**src/rtl/contra_boulder_palette_encoder.sv**
```systemverilog
// contra_boulder_palette_encoder
//   Inverse of the boulder-tile palette lookup: maps a 12-bit 4:4:4 RGB
//   pixel to the 3-bit index of the nearest of the 8 fixed boulder palette
//   entries, using the sum of absolute channel differences (SAD).
//   Serial search, one palette entry per clock, valid/ready on both sides.
//
//   Optional feature macro: PAL_ENC_EARLY_EXIT_EN
//     defined   - the search stops as soon as an entry matches exactly (dist 0)
//     undefined - all 8 entries are always evaluated (fixed latency of 9)
//
// Ports
//   Clk        in   1       system clock, rising edge
//   Reset      in   1       asynchronous, active-high reset
//   in_valid   in   1       in_rgb valid
//   in_ready   out  1       encoder can accept a pixel (IDLE only)
//   in_rgb     in   12      {red,green,blue}, 4 bits each
//   out_valid  out  1       result valid, held until accepted
//   out_ready  in   1       downstream accepts result
//   out_index  out  IDX_W   nearest palette index
//   out_dist   out  DIST_W  SAD distance of the chosen entry
module contra_boulder_palette_encoder #(
  parameter int COLOR_W = 4,
  parameter int IDX_W   = 3,
  parameter int DIST_W  = 6
) (
  input  logic                   Clk,
  input  logic                   Reset,
  input  logic                   in_valid,
  output logic                   in_ready,
  input  logic [3*COLOR_W-1:0]   in_rgb,
  output logic                   out_valid,
  input  logic                   out_ready,
  output logic [IDX_W-1:0]       out_index,
  output logic [DIST_W-1:0]      out_dist
);

  typedef enum logic [1:0] {
    S_IDLE,
    S_SEARCH,
    S_DONE
  } state_t;

  // Boulder palette, {R,G,B} 4 bits each, indexed by palette entry.
  localparam logic [11:0] PAL [8] = '{
    12'h760, 12'h320, 12'hEB3, 12'h000,
    12'h870, 12'h210, 12'hDA3, 12'h430
  };

  state_t                 r_state;
  state_t                 w_next;
  logic [3*COLOR_W-1:0]   r_rgb;
  logic [IDX_W-1:0]       r_cnt;
  logic                   r_issue_done;
  // Pipeline stage between distance calculation and best-so-far compare.
  logic                   r_pvalid;
  logic [DIST_W-1:0]      r_pdist;
  logic [IDX_W-1:0]       r_pidx;
  logic [DIST_W-1:0]      r_best_dist;
  logic [IDX_W-1:0]       r_best_idx;

  logic [11:0]            w_entry;
  logic [DIST_W-1:0]      w_dist;
  logic                   w_zero_exit;

  function automatic logic [DIST_W-1:0] f_absdiff(input logic [3:0] a,
                                                  input logic [3:0] b);
    logic [3:0] d;
    d = (a > b) ? (a - b) : (b - a);
    return DIST_W'(d);
  endfunction

  assign w_entry = PAL[r_cnt];
  assign w_dist  = f_absdiff(r_rgb[11:8], w_entry[11:8])
                 + f_absdiff(r_rgb[7:4],  w_entry[7:4])
                 + f_absdiff(r_rgb[3:0],  w_entry[3:0]);

`ifdef PAL_ENC_EARLY_EXIT_EN
  assign w_zero_exit = r_pvalid && (r_pdist == '0);
`else
  assign w_zero_exit = 1'b0;
`endif

  always_ff @(posedge Clk or posedge Reset) begin
    if (Reset) begin
      r_state      <= S_IDLE;
      r_rgb        <= '0;
      r_cnt        <= '0;
      r_issue_done <= 1'b0;
      r_pvalid     <= 1'b0;
      r_pdist      <= '0;
      r_pidx       <= '0;
      r_best_dist  <= '0;
      r_best_idx   <= '0;
    end else begin
      r_state <= w_next;
      case (r_state)
        S_IDLE: begin
          if (in_valid) begin
            r_rgb        <= in_rgb;
            r_cnt        <= '0;
            r_issue_done <= 1'b0;
            r_pvalid     <= 1'b0;
            r_best_dist  <= '1;
            r_best_idx   <= '0;
          end
        end
        S_SEARCH: begin
          // Stage 1: distance of entry r_cnt; stage 2: strict-less compare,
          // so ties keep the lower index already held in r_best_idx.
          r_pvalid <= !r_issue_done;
          r_pdist  <= w_dist;
          r_pidx   <= r_cnt;
          if (r_cnt == '1) r_issue_done <= 1'b1;
          else             r_cnt        <= r_cnt + 1'b1;
          if (r_pvalid && (r_pdist < r_best_dist)) begin
            r_best_dist <= r_pdist;
            r_best_idx  <= r_pidx;
          end
        end
        default: ;
      endcase
    end
  end

  always_comb begin
    w_next    = r_state;
    in_ready  = 1'b0;
    out_valid = 1'b0;
    case (r_state)
      S_IDLE: begin
        in_ready = 1'b1;
        if (in_valid) w_next = S_SEARCH;
      end
      S_SEARCH: begin
        if (r_pvalid && ((r_pidx == '1) || w_zero_exit)) w_next = S_DONE;
      end
      S_DONE: begin
        out_valid = 1'b1;
        if (out_ready) w_next = S_IDLE;
      end
      default: w_next = S_IDLE;
    endcase
  end

  assign out_index = r_best_idx;
  assign out_dist  = r_best_dist;

endmodule
```
**config.mk**
```make
export PLATFORM = sky130hd
export DESIGN_NAME = contra_boulder_palette_encoder
export DESIGN_NICKNAME = d
export VERILOG_FILES = /design/src/rtl/contra_boulder_palette_encoder.sv
export SDC_FILE = /design/constraint.sdc
export NUM_CORES = 1
export LEC_CHECK = 0
export CAP_MARGIN = 0
export CORE_MARGIN = 4
export CORE_UTILIZATION = 60
export CTS_BUF_LIST = sky130_fd_sc_hd__clkbuf_2 sky130_fd_sc_hd__clkbuf_4 sky130_fd_sc_hd__clkbuf_8
export CTS_CLUSTER_SIZE = 14
export DETAILED_ROUTE_END_ITERATION = 6
export PLACE_DENSITY = 0.83
export SKIP_CTS_REPAIR_TIMING = 1
export SYNTH_ARGS = -nofsm -noshare
export SYNTH_HDL_FRONTEND = slang
export SYNTH_SLANG_ARGS = --single-unit
```
**constraint.sdc**
```tcl
create_clock -name Clk -period 11.5 [get_ports Clk]
set_input_delay 1.15 -clock Clk [delete_from_list [all_inputs] [get_ports Clk]]
set_output_delay 1.15 -clock Clk [all_outputs]
set_load 0.05 [all_outputs]
```
### After elaboration in Yosys (flattened, before gate mapping)

Memories as Yosys holds them, arrays and structs flattened.
Cells that the tools add are included.

* reduce and logical (&&, ||, !) cells: 11
* mux-type cells: 23
* bitwise gates (word level): 1
* eq/ne operators: 10
* $lt $le $gt $ge: 5
* $add $sub $neg: 9

Operators with widths (number)
* 12-bit two-way mux: 2
* 4-bit subtractor: 6
* 4-bit greater-than comparator: 3
* 4-bit two-way mux: 3
* 6-bit two-way mux: 2
* 2-bit != test, second input constant: 6
* 3-bit case mux with 2 select lines: 2
* 6-bit case mux with 2 select lines: 1
* 3-bit AND reduction: 4
* 3-bit two-way mux: 3
* 5-bit by 4-bit adder with 6-bit output: 1
* 3-bit == test, second input constant: 2
* 6-bit less-than comparator: 1
* 2-bit two-way mux: 3
* 2-bit case mux with 3 select lines: 1
* 4-bit by 4-bit adder with 5-bit output: 1
* 4-bit greater-or-equal comparator, second input constant: 1
* 1-bit two-way mux: 4
* 3-bit NOT with 4-bit output: 1
* 1-bit case mux with 2 select lines: 2
* 2-bit AND reduction: 2
* 3-bit by 1-bit adder with 3-bit output, second input constant: 1
* 2-bit by 1-bit == test with 1-bit output, second input constant: 1
* 2-bit == test, second input constant: 1
* other kinds (4): 5

* word-level logic and storage cells: 69
* ROM bits: 96
* output and inout bits: 11
* memories kept: 1
* input port bits: 16
* register bits: 37

Memories
* (name not given): depth 8, bits a word 12, rd ports 1, clocked after Yosys merged registers in 0, wr ports 0, line 72 `assign w_entry = PAL[r_cnt];`

### Logic depth before layout (Yosys ltp)

* word-level depth: 8
* mapped depth: 18
* depth with buffers taken out: 18

### Worst setup path after synthesis

Ideal clock, no wire load.

* path kind: register to register
* from: register r_cnt[0]
* to: register r_pdist[3]
* cell stages (with the launch flop): 17
* data required time: 11.372 ns
* path slack: 7.452 ns
* library setup time: 0.128 ns
* period minus slack after synthesis: 4.048 ns
* arrival: 3.921 ns
* buffers on the path: 0
* cell sequence: dfrtp_1 -> inv_1 -> ha_1 -> inv_1 -> nor2_1 -> a21o_1 -> ha_1 -> fa_1 -> nand2b_1 -> a221oi_2 -> mux2_2 -> fa_1 -> inv_1 -> ha_1 -> fa_1 -> xnor2_1 -> o21ai_0

* cells in the longest elaborated chain, start to end: 8
* elaborated cells on any way between the ends: 18
* those cells by class: add/sub: 8; order compare: 3; mux: 5; bitwise: 1; memory: 1

Ends and longest elaborated chain
* start: declaration: line 52 `logic [IDX_W-1:0] r_cnt;`
* start signal: assignment: line 114 `else r_cnt <= r_cnt + 1'b1;`
* 3-bit NOT with 4-bit output (not written as such) (*): line 72
* memory read 8 x 12 bit (*)
* 12-bit two-way mux (not written as such) (*) (2 in series): line 72
* 4-bit subtractor / 4-bit greater-than comparator (equally long branches): line 68 `d = (a > b) ? (a - b) : (b - a);`
* 4-bit two-way mux: line 68
* 4-bit by 4-bit adder with 5-bit output: line 74 `+ f_absdiff(r_rgb[7:4], w_entry[7:4])`
* 5-bit by 4-bit adder with 6-bit output (*): line 75 `+ f_absdiff(r_rgb[3:0], w_entry[3:0]);`
* end signal: assignment: line 111 `r_pdist <= w_dist;`
* end: declaration: line 56 `logic [DIST_W-1:0] r_pdist;`

Mark *: on every way between the ends. The rest lies on a longest branch, timed or not. The select of a mux whose other input is x is not followed.
A chain may end at the register's enable or synchronous reset.

### Worst setup path in the final report

* from: register r_cnt[0]
* to: register r_pdist[4]

Same word-level chain as after synthesis.

==> flow_summary.toml <==
[logic_synthesis]
synthFlopType = "dfrtp_1"
ys.warnings.count = 0
syn-num-nets = 357
yosysSeqAreaShare_pct = 33.7
syn_inst = 296
synth-edff-count = 0
avgSynthCellArea_um2 = 9.28
ys_seq_elements = 37
async_reset_ff_share_pct = 100
synth_cell_types = 34
syn_area_mm2 = 0.00275

[worst_setup_path]
worst_setup_path_end_kind = "flip-flop"
cp-start-kind = "flip-flop"
required_ps = 11670
crit_arrival_ps = 4560
critPathKind = "reg -> reg"
crit_fanout = 7

[sta]
final_hold_viol_count = 0
rsz0062_at_grt = "no"
slew_headroom_pct = 21.6
finalCritPeriodShare_pct = 38.2
fin_crit_ps = 4390
skew_ps = 9.33
tightest_slew_ps = 1170
slew_viol_final = 0
fin_setup_tns_ps = 0
setup_violations = 0
timing.fmax_ghz = 0.228

[die]
die_h_um = 75.7
die_x_um = 75.7
fp-row-count = 24
core_area_mm2 = 0.00438
initial_core_util_pct = 62.6
io_pins = 27
die_area_mm2 = 0.00572

[run_status]
status = "completed"

[cts]
htreeDepth = 2
root_buffer = "clkbuf_8"
tritoncts = "built"
cts_max_path_buffers = 2
clock_sinks = 37
clock_latency_ps = 290
cts_buffers = 5
clkTransAtPathRegs_ps = 80

[place]
io_buffers = 26
place_congestion = 0.859
post-dp-hpwl_um = 4140

[routing]
vias = 2039
drtAntennaViolNets = 0
routed_via_density = 5.45
avgRoutedWirePerCell_um = 14.7
wl_um = 5510
drt-initial-drc-count = 86
drtPass1Iterations = 5
drc = 0

[cells_and_area]
fillers = 331
final_nets = 382
antennaDiodeCount = 0
post_route_cells_drive_above_1_share_pct = 5.59
fin_util_pct = 71.9
areaGrowthSynthToFinish_pct = 14.8

[global_routing]
grt_usage_pct = 21.6
grt_overflow_total = 0
antenna_found_initial = 0
grt_max_degree = 38
grt_pass1_vias = 2082
grt_pass1_wl_um = 9290

[hold_path]
hold_path_class = "reg -> reg"

[job]
max-cap-violations = 0
sequential cells by signal, summed over array words and instances (netlist names):
register	count
out_dist	6
out_index	3
r_pidx	3
r_cnt	3
r_issue_done	1
r_rgb	12
r_pdist	6
r_pvalid	1
r_state	2
final timing paths:
check,start,to,slack (ps),cells past startpoint
worst max-delay path,r_cnt[0]$_DFFE_PP0P_,r_pdist[4]$_DFFE_PP0P_,7110,17
worst min-delay path,r_issue_done$_DFFE_PP0P_,r_pvalid$_DFFE_PP0P_,470,1
worst max register to register,r_cnt[0]$_DFFE_PP0P_,r_pdist[4]$_DFFE_PP0P_,7110,17
worst min register to register,r_issue_done$_DFFE_PP0P_,r_pvalid$_DFFE_PP0P_,470,1
max in group asynchronous,Reset,r_cnt[1]$_DFFE_PP0P_,9880,3
min in group asynchronous,Reset,out_dist[1]$_DFFE_PP0P_,1280,3
area by class of cell:
class                   count  area (µm²)  area share, %
multi-input cells         213        1630           51.8
well taps                  52        65.1           2.06
repair buffers             27         268           8.50
inverters                  37         139           4.41
clock inverters             2        37.5           1.19
flip-flops and latches     37         926           29.4
clock buffers               6        82.6           2.62
through the flow:
| step | hold WS, ps | std cells | worst slack, ps | instance area [µm²] |
|---|---|---|---|---|
| final | 471 | 374 | 7110 | 3150 |
| after global routing | 500 | 374 | 6730 | 3150 |
| after CTS | 468 | 374 | 7160 | 3150 |
| after detailed placement | 458 | 366 | 7170 | 3030 |
| after global placement | 455 | 366 | 7280 | 3030 |
| after floorplan | 440 | 296 | 7450 | 2750 |
worst max-delay path, cell delays in order, from the launching register on:
cell	delay [ps]
dfrtp_1	450
inv_1	170
ha_1	300
a21o_1	230
ha_1	200
inv_1	60
fa_1	400
a211oi_1	360
or2_2	200
mux2_2	340
mux2i_1	210
fa_1	430
inv_1	110
ha_1	230
a21o_1	170
a21oi_1	160
xor2_1	150
o21ai_0	80
placed cells by master (no fill, tap or decap), types with 2 or more instances in the layout:
cell type,n
clkdlybuf4s50_1,26
fa_1,11
nor2b_1,3
xnor2_1,3
nand2_1,49
and3_1,2
xor2_1,3
a21oi_1,11
nor2_1,21
mux2_2,5
o21ai_0,22
nand2b_1,3
inv_1,37
a21o_1,6
ha_1,34
clkbuf_8,6
dfrtp_1,37
mux2i_1,17
a22o_1,7
a211oi_1,2
nor3_1,2
cells by family (layout without fill, tap and decap cells):
logic type                 after synthesis  in the layout  synth area share, %
and+or+nand+nor                         86             86                 13.3
AOI/OAI and AO/OA                       54             54                 12.6
adders and majority gates               45             45                 23.5
buffers and inverters                   46             72                 6.79
xor gates and xnor gates                 6              6                 1.91
DFF                                     37             37                 33.7
muxes                                   22             22                 8.25
metal layers:
layer  vias to the layer above  GRT usage [%]  share of wire, %
li1                       1022              -                 -
met1                       982           27.5                45
met2                        29           37.4                52
met3                         6           4.62               2.6
met4                         0           5.83              0.98
met5                         -              0                 0
Yosys cell counts (all sizes together), types with 3 or more instances:
cell	count	area (µm²)
a21o	6	45.0
a21oi	11	55.1
a22o	7	61.3
buf	6	36.3
clkbuf	3	11.3
dfrtp	37	926
fa	11	220
ha	34	425
inv	37	139
mux2	5	56.3
mux2i	17	170
nand2	49	184
nand2b	4	27.5
nor2	21	78.8
nor2b	3	18.8
o21ai	22	110
xnor2	3	26.3
xor2	3	26.3
Power is not shown: default switching activity piles up to over one toggle a cycle in this logic, so the estimate is an artifact.
==> RTL change: new RTL, same settings <==
Encoding of `state_t`: now one-hot (3 bits for 3 states).
--- a/src/rtl/contra_boulder_palette_encoder.sv
+++ b/src/rtl/contra_boulder_palette_encoder.sv
@@ -36,6 +36,6 @@
 
-  typedef enum logic [1:0] {
-    S_IDLE,
-    S_SEARCH,
-    S_DONE
+  typedef enum logic [2:0] {
+    S_IDLE   = 3'b001,
+    S_SEARCH = 3'b010,
+    S_DONE   = 3'b100
   } state_t;
Check against the original RTL: same outputs for any inputs over 4 cycles, from zero or initial values and one cycle with Reset high; so few cycles prove little.
==> RTL change against the original RTL <==
- wire length down 2.1%
- sequential share of layout area up 0.93 points
- fmax fell by 3.2%
- cell area decreased by 0.32%
- area after synthesis shrank 1.2%
- sequential cell count up 1
- global-route usage shrank 0.48 points
- worst setup slack worse by 0.14 ns
- first-iteration DRC count shrank 20%
Power is not shown: default switching activity piles up to over one toggle a cycle in this logic, so the estimate is an artifact.
==> RTL change: results (changes against the original RTL) <==
* Actual slew at the worst max-slew pin at 1.02 ns (was 1.17 ns)
* Clock slew at reported path FFs at 0.08 ns (about the same)
* Status: finished, final reports clean (unchanged)
* Most flops, register: r_rgb (unchanged)
* Clk buf depth at 2 (unchanged)
* Largest net degree at the start of global routing at 39 (was 38)
* Ant. Diodes at 0 (unchanged)
* Worst-Skew Late Latency at 0.29 ns (about the same)
* CP max FO at 7 (unchanged)
* GRT Resource Usage Total at 21.2% (was 21.6%)
* Hpwl dp at 3.98 mm (was 4.14 mm)
* PortBufs at 26 (unchanged)
* Largest register FFs at 12 (unchanged)
* FFs w/ async S/R, synth at 100% (unchanged)
* Most frequent cells after synthesis: inv_1 (43), dfrtp_1 (37), ha_1 (32) (was nand2_1 (49), dfrtp_1 (37), inv_1 (37))
* GPL Wtd Cong at 0.874 (was 0.859)
* Register area share after synthesis at 35.1% (was 33.7%)
* DRT iter0 DRCs at 69 (was 86)
* Total number of yosys warnings at 0 (unchanged)
* DP Area at 0.00300 mm² (was 0.00303 mm²)
* Initial antenna violation count at 0 (unchanged)
* Drt wl/cell at 14.7 µm (about the same)
* First-pass GRT wire length at 8.94 mm (was 9.29 mm)
* Wire length on met3 at 153 µm (was 145 µm)
* Layout cells sized above 1 at 9.21% (was 5.59%)
* Hold Crit Class: flip-flop to flip-flop (unchanged)
* H-tree lvl count at 2 (unchanged)
* Worst Clk Skew at 0.00337 ns (was 0.00933 ns)
* Unique masters post-synth at 44 (was 34)
* Post-synth EDFFs at 0 (unchanged)
* Via/cell ratio at 5.48 (was 5.45)
* Max Used Layer: met4 (unchanged)
* Final nets at 372 (was 382)
* Fillcell total at 315 (was 331)
* Wl on met1 at 2.39 mm (was 2.46 mm)
* Clock buffer count from CTS at 5 (unchanged)
* Main synth FF type: dfrtp_1 (unchanged)
* Root buffer cell: clkbuf_8 (unchanged)
* Largest cells by area after synthesis: dfrtp_1 (34%), ha_1 (15%), fa_1 (7.4%) (was dfrtp_1 (34%), ha_1 (15%), fa_1 (8.0%))
* Routed wl met2 at 2.68 mm (was 2.85 mm)
* DRT Pass-1 Iters at 4 (was 5)
* R2R Setup Slk at 6.96 ns (was 7.11 ns)
* Critical Path AT at 4.72 ns (was 4.56 ns)
* Vias in the first global route at 2011 (was 2082)
* Net Count, Synth at 349 (was 357)
## RTL change: cell types whose count changed after synthesis, moves of 6 or more
cell      change
clkbuf_1      +6
nand2_1      -19
inv_1         +6
mux2i_1      -12
a21oi_2       +6
o21ai_1      +17
o21ai_0      -20
## RTL change: routing by layer
metal  vias to the layer above  global-route usage, %
met5                         -                      0
met4                         0                   8.93
met3                        20                   5.21
met2                        32                   36.2
met1                       967                   25.4
li1                        992                      -
## RTL change: path summary, 6_finish.rpt
path / from / endpoint / cells after the start
worst max register to register: r_cnt[0] / r_pdist[4] / 19
max in group asynchronous: Reset / r_state[0] / 3
worst max-delay path: r_cnt[0] / r_pdist[4] / 19
min in group asynchronous: Reset / out_dist[5] / 3
worst min-delay path: r_issue_done / r_pvalid / 1
worst min register to register: r_issue_done / r_pvalid / 1
## RTL change: critical path, cell delays in order (launching register included)
cell and delay [ns]:
dfrtp_1 0.47, inv_1 0.14, ha_1 0.34, inv_2 0.14, nor2_1 0.06, a21o_1 0.18
ha_1 0.21, fa_1 0.40, nor2b_1 0.15, o21ai_1 0.11, maj3_1 0.40, mux2i_1 0.19
xnor2_1 0.11, fa_1 0.56, inv_1 0.06, ha_1 0.29, a21o_1 0.18, a21oi_1 0.20
xnor2_1 0.14, o21ai_1 0.07
## RTL change: logic make-up (layout without fill, tap and decap cells)
logic type | Yosys count | count (layout) | share of synthesized area, %
AO/OA/AOI/OAI | 63 | 63 | 15.9
XOR/XNOR | 7 | 7 | 2.26
adder cells (fa/ha/maj) | 43 | 43 | 22.5
buffers and inverters | 58 | 82 | 8.39
flip-flops | 38 | 38 | 35.1
multiplexers | 11 | 11 | 4.33
AND/OR/NAND/NOR | 71 | 71 | 11.6
## RTL change: metrics by stage
stage / util, % / setup slack (ns) / std cells / hold slack, ns
2_1_floorplan: - / 7.45 / 291 / 0.446
3_5_place_dp: 68.9 / 7.02 / 359 / 0.473
4_1_cts: 72.2 / 6.99 / 367 / 0.502
6_report: 72.2 / 6.96 / 367 / 0.507
5_1_grt: 72.2 / 6.72 / 367 / 0.529
3_3_place_gp: 68.9 / 7.26 / 359 / 0.461
## RTL change: cell type report
type	instances	area (µm²)	area share, %
flip-flops and latches	38	952	30.3
clock buffers	6	82.6	2.63
inverters	46	173	5.50
repair buffers	28	275	8.76
clock inverters	2	60.1	1.91
well taps	52	65.1	2.07
multi-input cells	195	1530	48.8
